--- config.mk ---
export PLATFORM = sky130hd
export DESIGN_NAME = tx_frame_arbiter
export DESIGN_NICKNAME = d
export VERILOG_FILES = /design/src/rtl/tx_frame_arbiter.sv
export SDC_FILE = /design/constraint.sdc
export NUM_CORES = 1
export LEC_CHECK = 0
export CAP_MARGIN = 20
export CORE_MARGIN = 4
export CORE_UTILIZATION = 25
export CTS_CLUSTER_DIAMETER = 120
export DETAILED_ROUTE_END_ITERATION = 10
export DONT_BUFFER_PORTS = 1
export HOLD_SLACK_MARGIN = 0.06
export PLACE_DENSITY_LB_ADDON = 0.15
export RECOVER_POWER = 50
export SLEW_MARGIN = 25
export SYNTH_ARGS = -nofsm -noshare
export SYNTH_HDL_FRONTEND = slang
export SYNTH_SLANG_ARGS = --single-unit
--- constraint.sdc ---
create_clock -name clk -period 4.6 [get_ports clk]
set_clock_uncertainty 0.05 [all_clocks]
set_input_delay 0.46 -clock clk [delete_from_list [all_inputs] [get_ports clk]]
set_output_delay 0.46 -clock clk [all_outputs]
set_load 0.02 [all_outputs]
--- src/rtl/tx_frame_arbiter.sv ---
// tx_frame_arbiter: round-robin packet arbiter in front of sendController.
// Each granted source packet is framed as header {seq,id}, payload bytes
// and an XOR trailer, and handed to sendController one byte at a time.
module tx_frame_arbiter #(
    parameter int NREQ      = 4,
    parameter int MAXLEN    = 64,
    parameter int TXTIMEOUT = 255
) (
    input  logic              clk,
    input  logic              n_reset,
    input  logic [NREQ-1:0]   src_valid,
    input  logic [8*NREQ-1:0] src_data,
    input  logic [NREQ-1:0]   src_last,
    output logic [NREQ-1:0]   src_ready,
    output logic [NREQ-1:0]   grant,
    input  logic              is_transmitting,
    output logic              transmit,
    output logic [7:0]        tx_byte,
    output logic              busy,
    output logic              overrun,
    output logic              tx_err
);
    localparam int LENW = $clog2(MAXLEN + 1);
    localparam logic [LENW-1:0] LEN_MAX = LENW'(MAXLEN);
    localparam logic [7:0]      TO_LAST = 8'(TXTIMEOUT - 1);

    typedef enum logic [1:0] {ST_IDLE, ST_HDR, ST_PAY, ST_TRL} state_t;
    // TX_WAIT means no byte is queued for sendController.
    typedef enum logic [1:0] {TX_WAIT, TX_ARM, TX_BUSY, TX_DONE} tx_state_t;

    state_t          state_q, state_d;
    tx_state_t       tx_state_q, tx_state_d;
    logic [3:0]      id_q, id_d;
    logic [3:0]      rr_ptr_q, rr_ptr_d;
    logic [3:0]      seq_q, seq_d;
    logic [7:0]      acc_q, acc_d;
    logic [LENW-1:0] len_q, len_d;
    logic            last_q, last_d;
    logic [7:0]      to_cnt_q, to_cnt_d;
    logic [NREQ-1:0] grant_q, grant_d;
    logic            busy_q, busy_d;
    logic            transmit_q, transmit_d;
    logic [7:0]      tx_byte_q, tx_byte_d;
    logic [NREQ-1:0] src_ready_q, src_ready_d;
    logic            overrun_q, overrun_d;
    logic            tx_err_q, tx_err_d;

    // Sources widened to the 16-source maximum so a 4-bit id indexes them directly.
    logic [15:0]  valid_ext;
    logic [15:0]  last_ext;
    logic [127:0] data_ext;
    logic [7:0]   cur_data;
    logic         arb_found;
    logic [3:0]   arb_winner;
    logic [4:0]   arb_idx;
    logic         byte_done;

    assign valid_ext = 16'(src_valid);
    assign last_ext  = 16'(src_last);
    assign data_ext  = 128'(src_data);
    assign cur_data  = data_ext[{id_q, 3'b000} +: 8];

    // Round-robin search: first valid source at or after rr_ptr, wrapping at NREQ.
    always_comb begin
        arb_found  = 1'b0;
        arb_winner = '0;
        arb_idx    = '0;
        for (int k = 0; k < NREQ; k++) begin
            arb_idx = 5'(rr_ptr_q) + 5'(k);
            if (arb_idx >= 5'(NREQ)) begin
                arb_idx = arb_idx - 5'(NREQ);
            end
            if (!arb_found && valid_ext[arb_idx[3:0]]) begin
                arb_found  = 1'b1;
                arb_winner = arb_idx[3:0];
            end
        end
    end

    // Next-state logic: byte send handshake first, then the frame sequencer that consumes byte_done.
    always_comb begin
        state_d     = state_q;
        tx_state_d  = tx_state_q;
        id_d        = id_q;
        rr_ptr_d    = rr_ptr_q;
        seq_d       = seq_q;
        acc_d       = acc_q;
        len_d       = len_q;
        last_d      = last_q;
        to_cnt_d    = to_cnt_q;
        grant_d     = grant_q;
        busy_d      = busy_q;
        tx_byte_d   = tx_byte_q;
        tx_err_d    = tx_err_q;
        transmit_d  = 1'b0;
        src_ready_d = '0;
        overrun_d   = 1'b0;
        byte_done   = 1'b0;

        unique case (tx_state_q)
            TX_ARM: begin
                // A busy sendController holds off the pulse.
                if (!is_transmitting) begin
                    transmit_d = 1'b1;
                    to_cnt_d   = '0;
                    tx_state_d = TX_BUSY;
                end
            end
            TX_BUSY: begin
                if (is_transmitting) begin
                    tx_state_d = TX_DONE;
                end else if (to_cnt_q == TO_LAST) begin
                    // No response: flag it and move on as if the byte went out.
                    tx_err_d   = 1'b1;
                    byte_done  = 1'b1;
                    tx_state_d = TX_WAIT;
                end else begin
                    to_cnt_d = to_cnt_q + 8'd1;
                end
            end
            TX_DONE: begin
                if (!is_transmitting) begin
                    byte_done  = 1'b1;
                    tx_state_d = TX_WAIT;
                end
            end
            default: ;
        endcase

        unique case (state_q)
            ST_IDLE: begin
                if (arb_found) begin
                    id_d   = arb_winner;
                    busy_d = 1'b1;
                    for (int i = 0; i < NREQ; i++) begin
                        grant_d[i] = (arb_winner == 4'(i));
                    end
                    tx_byte_d  = {seq_q, arb_winner};
                    acc_d      = {seq_q, arb_winner};
                    tx_state_d = TX_ARM;
                    state_d    = ST_HDR;
                end
            end
            ST_HDR: begin
                if (byte_done) begin
                    state_d = ST_PAY;
                end
            end
            ST_PAY: begin
                if (tx_state_q == TX_WAIT) begin
                    if (valid_ext[id_q]) begin
                        for (int i = 0; i < NREQ; i++) begin
                            src_ready_d[i] = (id_q == 4'(i));
                        end
                        tx_byte_d  = cur_data;
                        acc_d      = acc_q ^ cur_data;
                        len_d      = len_q + 1'b1;
                        last_d     = last_ext[id_q];
                        tx_state_d = TX_ARM;
                    end
                end else if (byte_done) begin
                    if (last_q || (len_q == LEN_MAX)) begin
                        // Closing without last can only mean the length cap was hit.
                        overrun_d  = !last_q;
                        tx_byte_d  = acc_q;
                        tx_state_d = TX_ARM;
                        state_d    = ST_TRL;
                    end
                end
            end
            ST_TRL: begin
                if (byte_done) begin
                    seq_d    = seq_q + 4'd1;
                    rr_ptr_d = (id_q == 4'(NREQ - 1)) ? 4'd0 : id_q + 4'd1;
                    grant_d  = '0;
                    busy_d   = 1'b0;
                    len_d    = '0;
                    state_d  = ST_IDLE;
                end
            end
            default: ;
        endcase
    end

    // State and registered outputs; reset abandons any frame in flight.
    always_ff @(posedge clk or negedge n_reset) begin
        if (!n_reset) begin
            state_q     <= ST_IDLE;
            tx_state_q  <= TX_WAIT;
            id_q        <= '0;
            rr_ptr_q    <= '0;
            seq_q       <= '0;
            acc_q       <= '0;
            len_q       <= '0;
            last_q      <= 1'b0;
            to_cnt_q    <= '0;
            grant_q     <= '0;
            busy_q      <= 1'b0;
            transmit_q  <= 1'b0;
            tx_byte_q   <= '0;
            src_ready_q <= '0;
            overrun_q   <= 1'b0;
            tx_err_q    <= 1'b0;
        end else begin
            state_q     <= state_d;
            tx_state_q  <= tx_state_d;
            id_q        <= id_d;
            rr_ptr_q    <= rr_ptr_d;
            seq_q       <= seq_d;
            acc_q       <= acc_d;
            len_q       <= len_d;
            last_q      <= last_d;
            to_cnt_q    <= to_cnt_d;
            grant_q     <= grant_d;
            busy_q      <= busy_d;
            transmit_q  <= transmit_d;
            tx_byte_q   <= tx_byte_d;
            src_ready_q <= src_ready_d;
            overrun_q   <= overrun_d;
            tx_err_q    <= tx_err_d;
        end
    end

    assign grant     = grant_q;
    assign busy      = busy_q;
    assign transmit  = transmit_q;
    assign tx_byte   = tx_byte_q;
    assign src_ready = src_ready_q;
    assign overrun   = overrun_q;
    assign tx_err    = tx_err_q;

endmodule
==> key figures <==
STA
  – Slew Limit Fails: 0
  – Hold Vio Cnt, Final: 0
  – Min cycle time layout: 3.70 ns
  – Final TNS setup: 0 ns
  – Max Fclk: 270 MHz
  – RSZ-0062 raised after global routing: false
  – Final period util: 80.5%
  – Slew margin rel.: 46.7%
  – Setup Viol. Count Final: 0
  – Worst hold slack: 0.204 ns
  – Final worst slack: 0.896 ns
  – Worst Tran Pin Value: 0.794 ns

Pwr
  – PwrDens: 682 mW/mm^2
  – Design Power: 3.09 mW
  – Leakage: 1.92 nW
  – Sw power: 1.32 mW
  – Peak supply drop: 241 uV
  – Logic gate share of total power: 44.2%
  – Clock network fraction of design power: 25.6%
  – Pint: 1.77 mW
  – Switch share: 42.8%
  – Sequential Power Share: 30.3%

Worst setup path
  – Worst reg2reg setup slack: 0.90 ns
  – CP max stage cell: o21ai_1
  – Worst setup EP type: flop
  – CP Class: flop to flop
  – Crit-path cells: ha_1 > a21boi_0 > nor2_1 > ha_1 > a211o_1 > a31oi_1 > a21boi_2 > a211o_2 > o21ai_1 > nor2_1 > a32o_1
  – Origin of the critical flop-to-flop path: rr_ptr_q[2]$_DFFE_PN0P_
  – CP arrival: 3.88 ns
  – R2r endpoint: grant[2]$_DFFE_PN0P_
  – Worst Setup Start Kind: flop
  – Reg2Reg Depth: 11
  – Critical path peak fanout: 11
  – Worst path required time: 4.78 ns
  – Crit path largest cell delay: 0.66 ns

Route
  – Via count: 3166
  – Drt via density: 5.02
  – Drt total wl: 11.3 mm
  – Iter 0 DRT Violations: 198
  – DRC viols: 0
  – Final ANT Viol Nets: 0
  – 1st-pass router iterations: 4
  – Routed wire per std cell: 17.9 um

Layout
  – Share of cells above drive strength 1: 11.9%
  – Ant. Diodes: 0
  – Area of the multi-input gates: 0.00227 mm^2
  – Filler cell count: 1602
  – Final core utilization: 29.5%
  – Finished Cell Area: 0.00453 mm^2
  – Register area: 0.00150 mm^2
  – Final net count: 482
  – Commonest non-fill, non-tap cell in the layout: dfrtp_1
  – Non-filler instance count after layout: 631
  – Area growth, synth to finish: 13.8%
  – Most frequent cells in the layout: 60 x dfrtp_1, 44 x nand2_1, 31 x o21ai_0

Clock network
  – CTS tree: done
  – Skew-Pair Late Insertion Delay: 0.34 ns
  – Post-cts sizing count: 0
  – Max clock buf depth: 2
  – CTS buffer count: 9
  – # H-tree levels: 3
  – Sink Count: 60
  – Post-CTS Hold Buffers: 2
  – CTS clk-pin slew, worst paths: 0.05 ns
  – Buffer count from post-CTS setup fixing: 0
  – CTS root buf: clkbuf_16

Global routing
  – Total Routing Usage GR: 13.1%
  – Largest net degree at the start of global routing: 61
  – Met2 Resource Use GR: 20.0%
  – Busiest layer in global routing: met2
  – Vias in the first global route: 3171
  – Routing usage on met1: 17.2%
  – First-pass GRT wire length: 18.2 mm
  – Total gr overflow: 0
  – Initial antenna violation count: 2
  – Global Route met3 Usage: 4.43%

Synth
  – Ys flop type: dfrtp_1
  – Syn Nets: 488
  – Syn Inst Count: 422
  – Mapped cell area: 0.00398 mm^2
  – Library cells used by synthesis: 64
  – Sequential-to-total area share from yosys stat: 37.7%
  – Post-synth EDFFs: 0
  – Cell taking the most area after synthesis: dfrtp_1
  – Post-synth top area share: 37.7%
  – Warnings from Yosys: 0
  – Ys async rst share: 100%
  – Area contributors post-synth: dfrtp_1 38%, ha_1 7.2%, mux4_2 6.2%
  – Number of synthesized register bits: 60
  – Syn avg cell area: 9.43 um^2

Placed design
  – Placed inst area: 0.00415 mm^2
  – Final GP Congestion: 0.811
  – Port Buffers: 0
  – Place WS: 0.933 ns
  – DP Wirelength: 8.11 mm
  – # placed instances: 614

Floorplanning
  – Overall die width: 134 um
  – Die height: 134 um
  – Core area: 0.0154 mm^2
  – Site Rows: 45
  – Ports: 63
  – Initial Util: 25.9%
  – Die ar.: 0.0180 mm^2

Job
  – MaxCap Viol Count: 0

Min path
  – Hold Path Stages: 2
  – HP Class: primary input to flop
  – Hold endpoint: tx_state_q[0]$_DFF_PN0_
  – Hold Path Origin: is_transmitting

Run status
  – Status: complete, no violations
how the worst max path moves through the flow:
stage                            start                     end  slack [ns]  depth (start not counted)
2_1_floorplan  rr_ptr_q[1]$_DFFE_PN0P_  state_q[1]$_DFFE_PN0P_        1.41                         13
3_3_place_gp   rr_ptr_q[2]$_DFFE_PN0P_    grant[0]$_DFFE_PN0P_        1.02                         11
3_5_place_dp   rr_ptr_q[2]$_DFFE_PN0P_    grant[2]$_DFFE_PN0P_        0.93                         11
4_1_cts        rr_ptr_q[2]$_DFFE_PN0P_    grant[2]$_DFFE_PN0P_        0.92                         11
5_1_grt        rr_ptr_q[2]$_DFFE_PN0P_    grant[3]$_DFFE_PN0P_        0.60                         11
6_report       rr_ptr_q[2]$_DFFE_PN0P_    grant[2]$_DFFE_PN0P_        0.90                         11
cell type report:
type / instances / share of cell area (%)
Sequential cell: 60 / 33.2
Timing Repair Buffer: 5 / 1.24
Multi-Input combinational cell: 315 / 50.2
Clock inverter: 5 / 2.21
Tap cell: 211 / 5.83
Clock buffer: 10 / 5.28
Inverter: 25 / 2.07
layer usage:
layer | up-vias | share of wire [%]
met5 | - | 0.27
met4 | 4 | 1.9
met3 | 16 | 6.0
met2 | 59 | 45
met1 | 1555 | 47
li1 | 1532 | -
critical path, delay by kind of cell, from the launching register on:
kind / cells / cell delay, ns
AO/OA/AOI/OAI: 7 / 2.24
flip-flops: 1 / 0.52
adder cells (fa/ha/maj): 2 / 0.48
AND/OR/NAND/NOR: 2 / 0.30
synth_stat cells, types with 8 or more instances:
cell / count
dfrtp_1: 60
nand2_1: 44
o21ai_0: 31
nor2_1: 30
inv_1: 24
ha_1: 23
a21oi_1: 22
o211ai_1: 14
clkbuf_1: 12
mux4_2: 11
nand3_1: 8
xnor2_1: 8
state kept, by name, indices dropped and copies added (netlist names), 2 cells and up:
register,flops
seq_q,4
grant,4
rr_ptr_q,4
len_q,7
tx_state_q,2
id_q,4
tx_byte,8
to_cnt_q,8
acc_q,8
src_ready,4
state_q,2
kinds of logic (layout without fill, tap and decap cells):
kind of cell | after synthesis | after routing | share of synthesized area (%)
adders and majority gates | 23 | 23 | 7.23
AOI/OAI and AO/OA | 126 | 126 | 21.7
xor gates and xnor gates | 14 | 14 | 3.08
and+or+nand+nor | 131 | 131 | 16.2
DFF | 60 | 60 | 37.7
buffers and inverters | 47 | 45 | 5.22
muxes | 21 | 21 | 8.90
power by group through the flow:
stage	sequential (mW)	clock (mW)	combinational (mW)
floorplan	0.862	0	1.11
global placement	0.944	0	1.35
detailed placement	0.946	0	1.35
CTS	0.937	0.803	1.38
global route	0.967	0.825	1.55
finish	0.935	0.789	1.36
Note: power is estimated with default switching activity, not from simulation.
==> variant (same settings) <==
`id_q` and `tx_byte_q` no longer have a reset.
--- a/src/rtl/tx_frame_arbiter.sv
+++ b/src/rtl/tx_frame_arbiter.sv
@@ -188,5 +188,4 @@
             state_q     <= ST_IDLE;
             tx_state_q  <= TX_WAIT;
-            id_q        <= '0;
             rr_ptr_q    <= '0;
             seq_q       <= '0;
@@ -198,5 +197,4 @@
             busy_q      <= 1'b0;
             transmit_q  <= 1'b0;
-            tx_byte_q   <= '0;
             src_ready_q <= '0;
             overrun_q   <= 1'b0;
@@ -205,5 +203,4 @@
             state_q     <= state_d;
             tx_state_q  <= tx_state_d;
-            id_q        <= id_d;
             rr_ptr_q    <= rr_ptr_d;
             seq_q       <= seq_d;
@@ -215,9 +212,13 @@
             busy_q      <= busy_d;
             transmit_q  <= transmit_d;
-            tx_byte_q   <= tx_byte_d;
             src_ready_q <= src_ready_d;
             overrun_q   <= overrun_d;
             tx_err_q    <= tx_err_d;
         end
+    end
+
+    always_ff @(posedge clk) begin
+        id_q      <= id_d;
+        tx_byte_q <= tx_byte_d;
     end
 
Behaviour: not the same (Yosys sat finds a counterexample within 4 cycles, from zero or initial values and one cycle with n_reset low).
==> variant against the original RTL <==
The flow now finishes with violations (max-capacitance violations, max-slew violations); routed wire length shrank 13%; count of clock-buffer cells in the layout grew 1; sequential cell count is the same; synthesized area shrank 3.5%; highest routed layer is now met4; hold slack gained 20 ps; non-clock buffer count is the same; critical path type unchanged; design area shrank 4.7%; worst setup slack gained 65 ps.
Power is not compared: it rests on default switching activity, and its combinational part moved more than twofold at a synthesized area within 25%.
==> variant: results (changes against the original RTL) <==
setup_path:
  arrival_ps: 3640  # -240 ps
  path_max_fanout: 15  # +4
  max_stage_delay_ps: 760  # +100 ps
  cpMaxStageDelayCell: "a211oi_1"
placement:
  dp_cells: 553  # -9.9%
  placed_cell_area_sq_um: 4020  # -3.2%
  pre_cts_ws_ps: 890  # -42.7 ps
  gp_congestion: 0.763  # -5.9%
  hpwlAfterDp_microns: 7150  # -12%
clocking:
  numCtsBuffers: 9  # unchanged
  root_buffer: "clkbuf_16"
  clock_path_buffers: 2  # unchanged
  cts_max_level: 3  # unchanged
  cts-resized-gates: 0  # unchanged
detailed_routing:
  vias_per_cell: 4.98  # -0.84%
  met2_length_microns: 4720  # -7.4%
  wl_met1_microns: 4510  # -14%
  firstDrtPassIters: 4  # unchanged
  drt-initial-drc-count: 167  # -16%
  wl_per_cell_microns: 17.1  # -4.2%
  top_layer: "met4"
  wirelength_microns: 9780  # -13%
  dr_wl_met3_microns: 378  # -44%
sta:
  slew_violations: 49  # +49
  relSlewSlack_pct: -88.4  # -140 points
final_layout:
  fill_cells: 1579  # -1.4%
  nets: 444  # -7.9%
  drive_gt1_share_pct: 11.7  # -0.16 points
  area_growth_pct: 12.4
grt:
  grt_max_degree: 49  # -20%
  grt_use_met1_pct: 15.2  # -2.0 points
  grtUsageMet3_pct: 3.36  # -1.1 points
  track_usage_pct: 11.7  # -1.4 points
  grt_pass1_wl_microns: 16100  # -12%
  antenna_found_initial: 0  # -2
  met2_usage_pct: 18.6  # -1.4 points
  first_global_vias: 2799  # -12%
yosys:
  synth_edf_count: 12  # +12
  yosys-top-cells-area: "dfrtp_1, edfxtp_1, ha_1"
  syn_avg_cell_area_sq_um: 10.2  # +8.3%
  ys_async_sr_fraction_pct: 80.0  # -20 points
  synth_xor_area_share_pct: 4.33  # +1.3 points
  synth.area.mux_share_pct: 10.5  # +1.6 points
  synth_cell_types: 62  # -3.1%
  synth-seq-area-share_pct: 40.7  # +2.9 points
  ys.flop_type: "dfrtp_1"
  netlist_top_cells_count: "dfrtp_1, nor2_1, nand2_1"
  synth_compound_area_share_pct: 14.5  # -7.2 points
  synthAdderAreaFrac_pct: 7.49  # +0.26 points
hold_path:
  hp-class: "in -> reg"
status:
  status: "finished with violations"
  violations: "max-capacitance violations, max-slew violations"
power_and_ir_drop:
  vdd_drop_max_v: 0.000176
run:
  cap_violations: 1  # +1
## variant: cell count changes after synthesis, moves of 7 or more
cell and change:
o21ai_1 -7, nor2_1 +9, o21ai_0 -15, dfrtp_1 -12
edfxtp_1 +12, a31oi_1 +9, a21oi_1 -11, nand2_1 -11
o211ai_1 -12
## variant: path summary, 6_finish.rpt
path	start	to	slack, ps	depth (start not counted)
max in group asynchronous	n_reset	state_q[1]	1360	2
min	is_transmitting	tx_state_q[0]	220	1
max	rr_ptr_q[0]	tx_byte[4]	960	11
max reg2reg	rr_ptr_q[0]	tx_byte[4]	960	11
min in group asynchronous	n_reset	to_cnt_q[5]	1530	2
min reg2reg	seq_q[3]	seq_q[3]	480	1
## variant: cell type report
type                            instances  area share [%]
Clock inverter                          5            1.22
Timing Repair Buffer                    5           0.841
Sequential cell                        60            36.2
Tap cell                              188            5.45
Multi-Input combinational cell        281            49.1
Clock buffer                           11            5.39
Inverter                               21            1.83
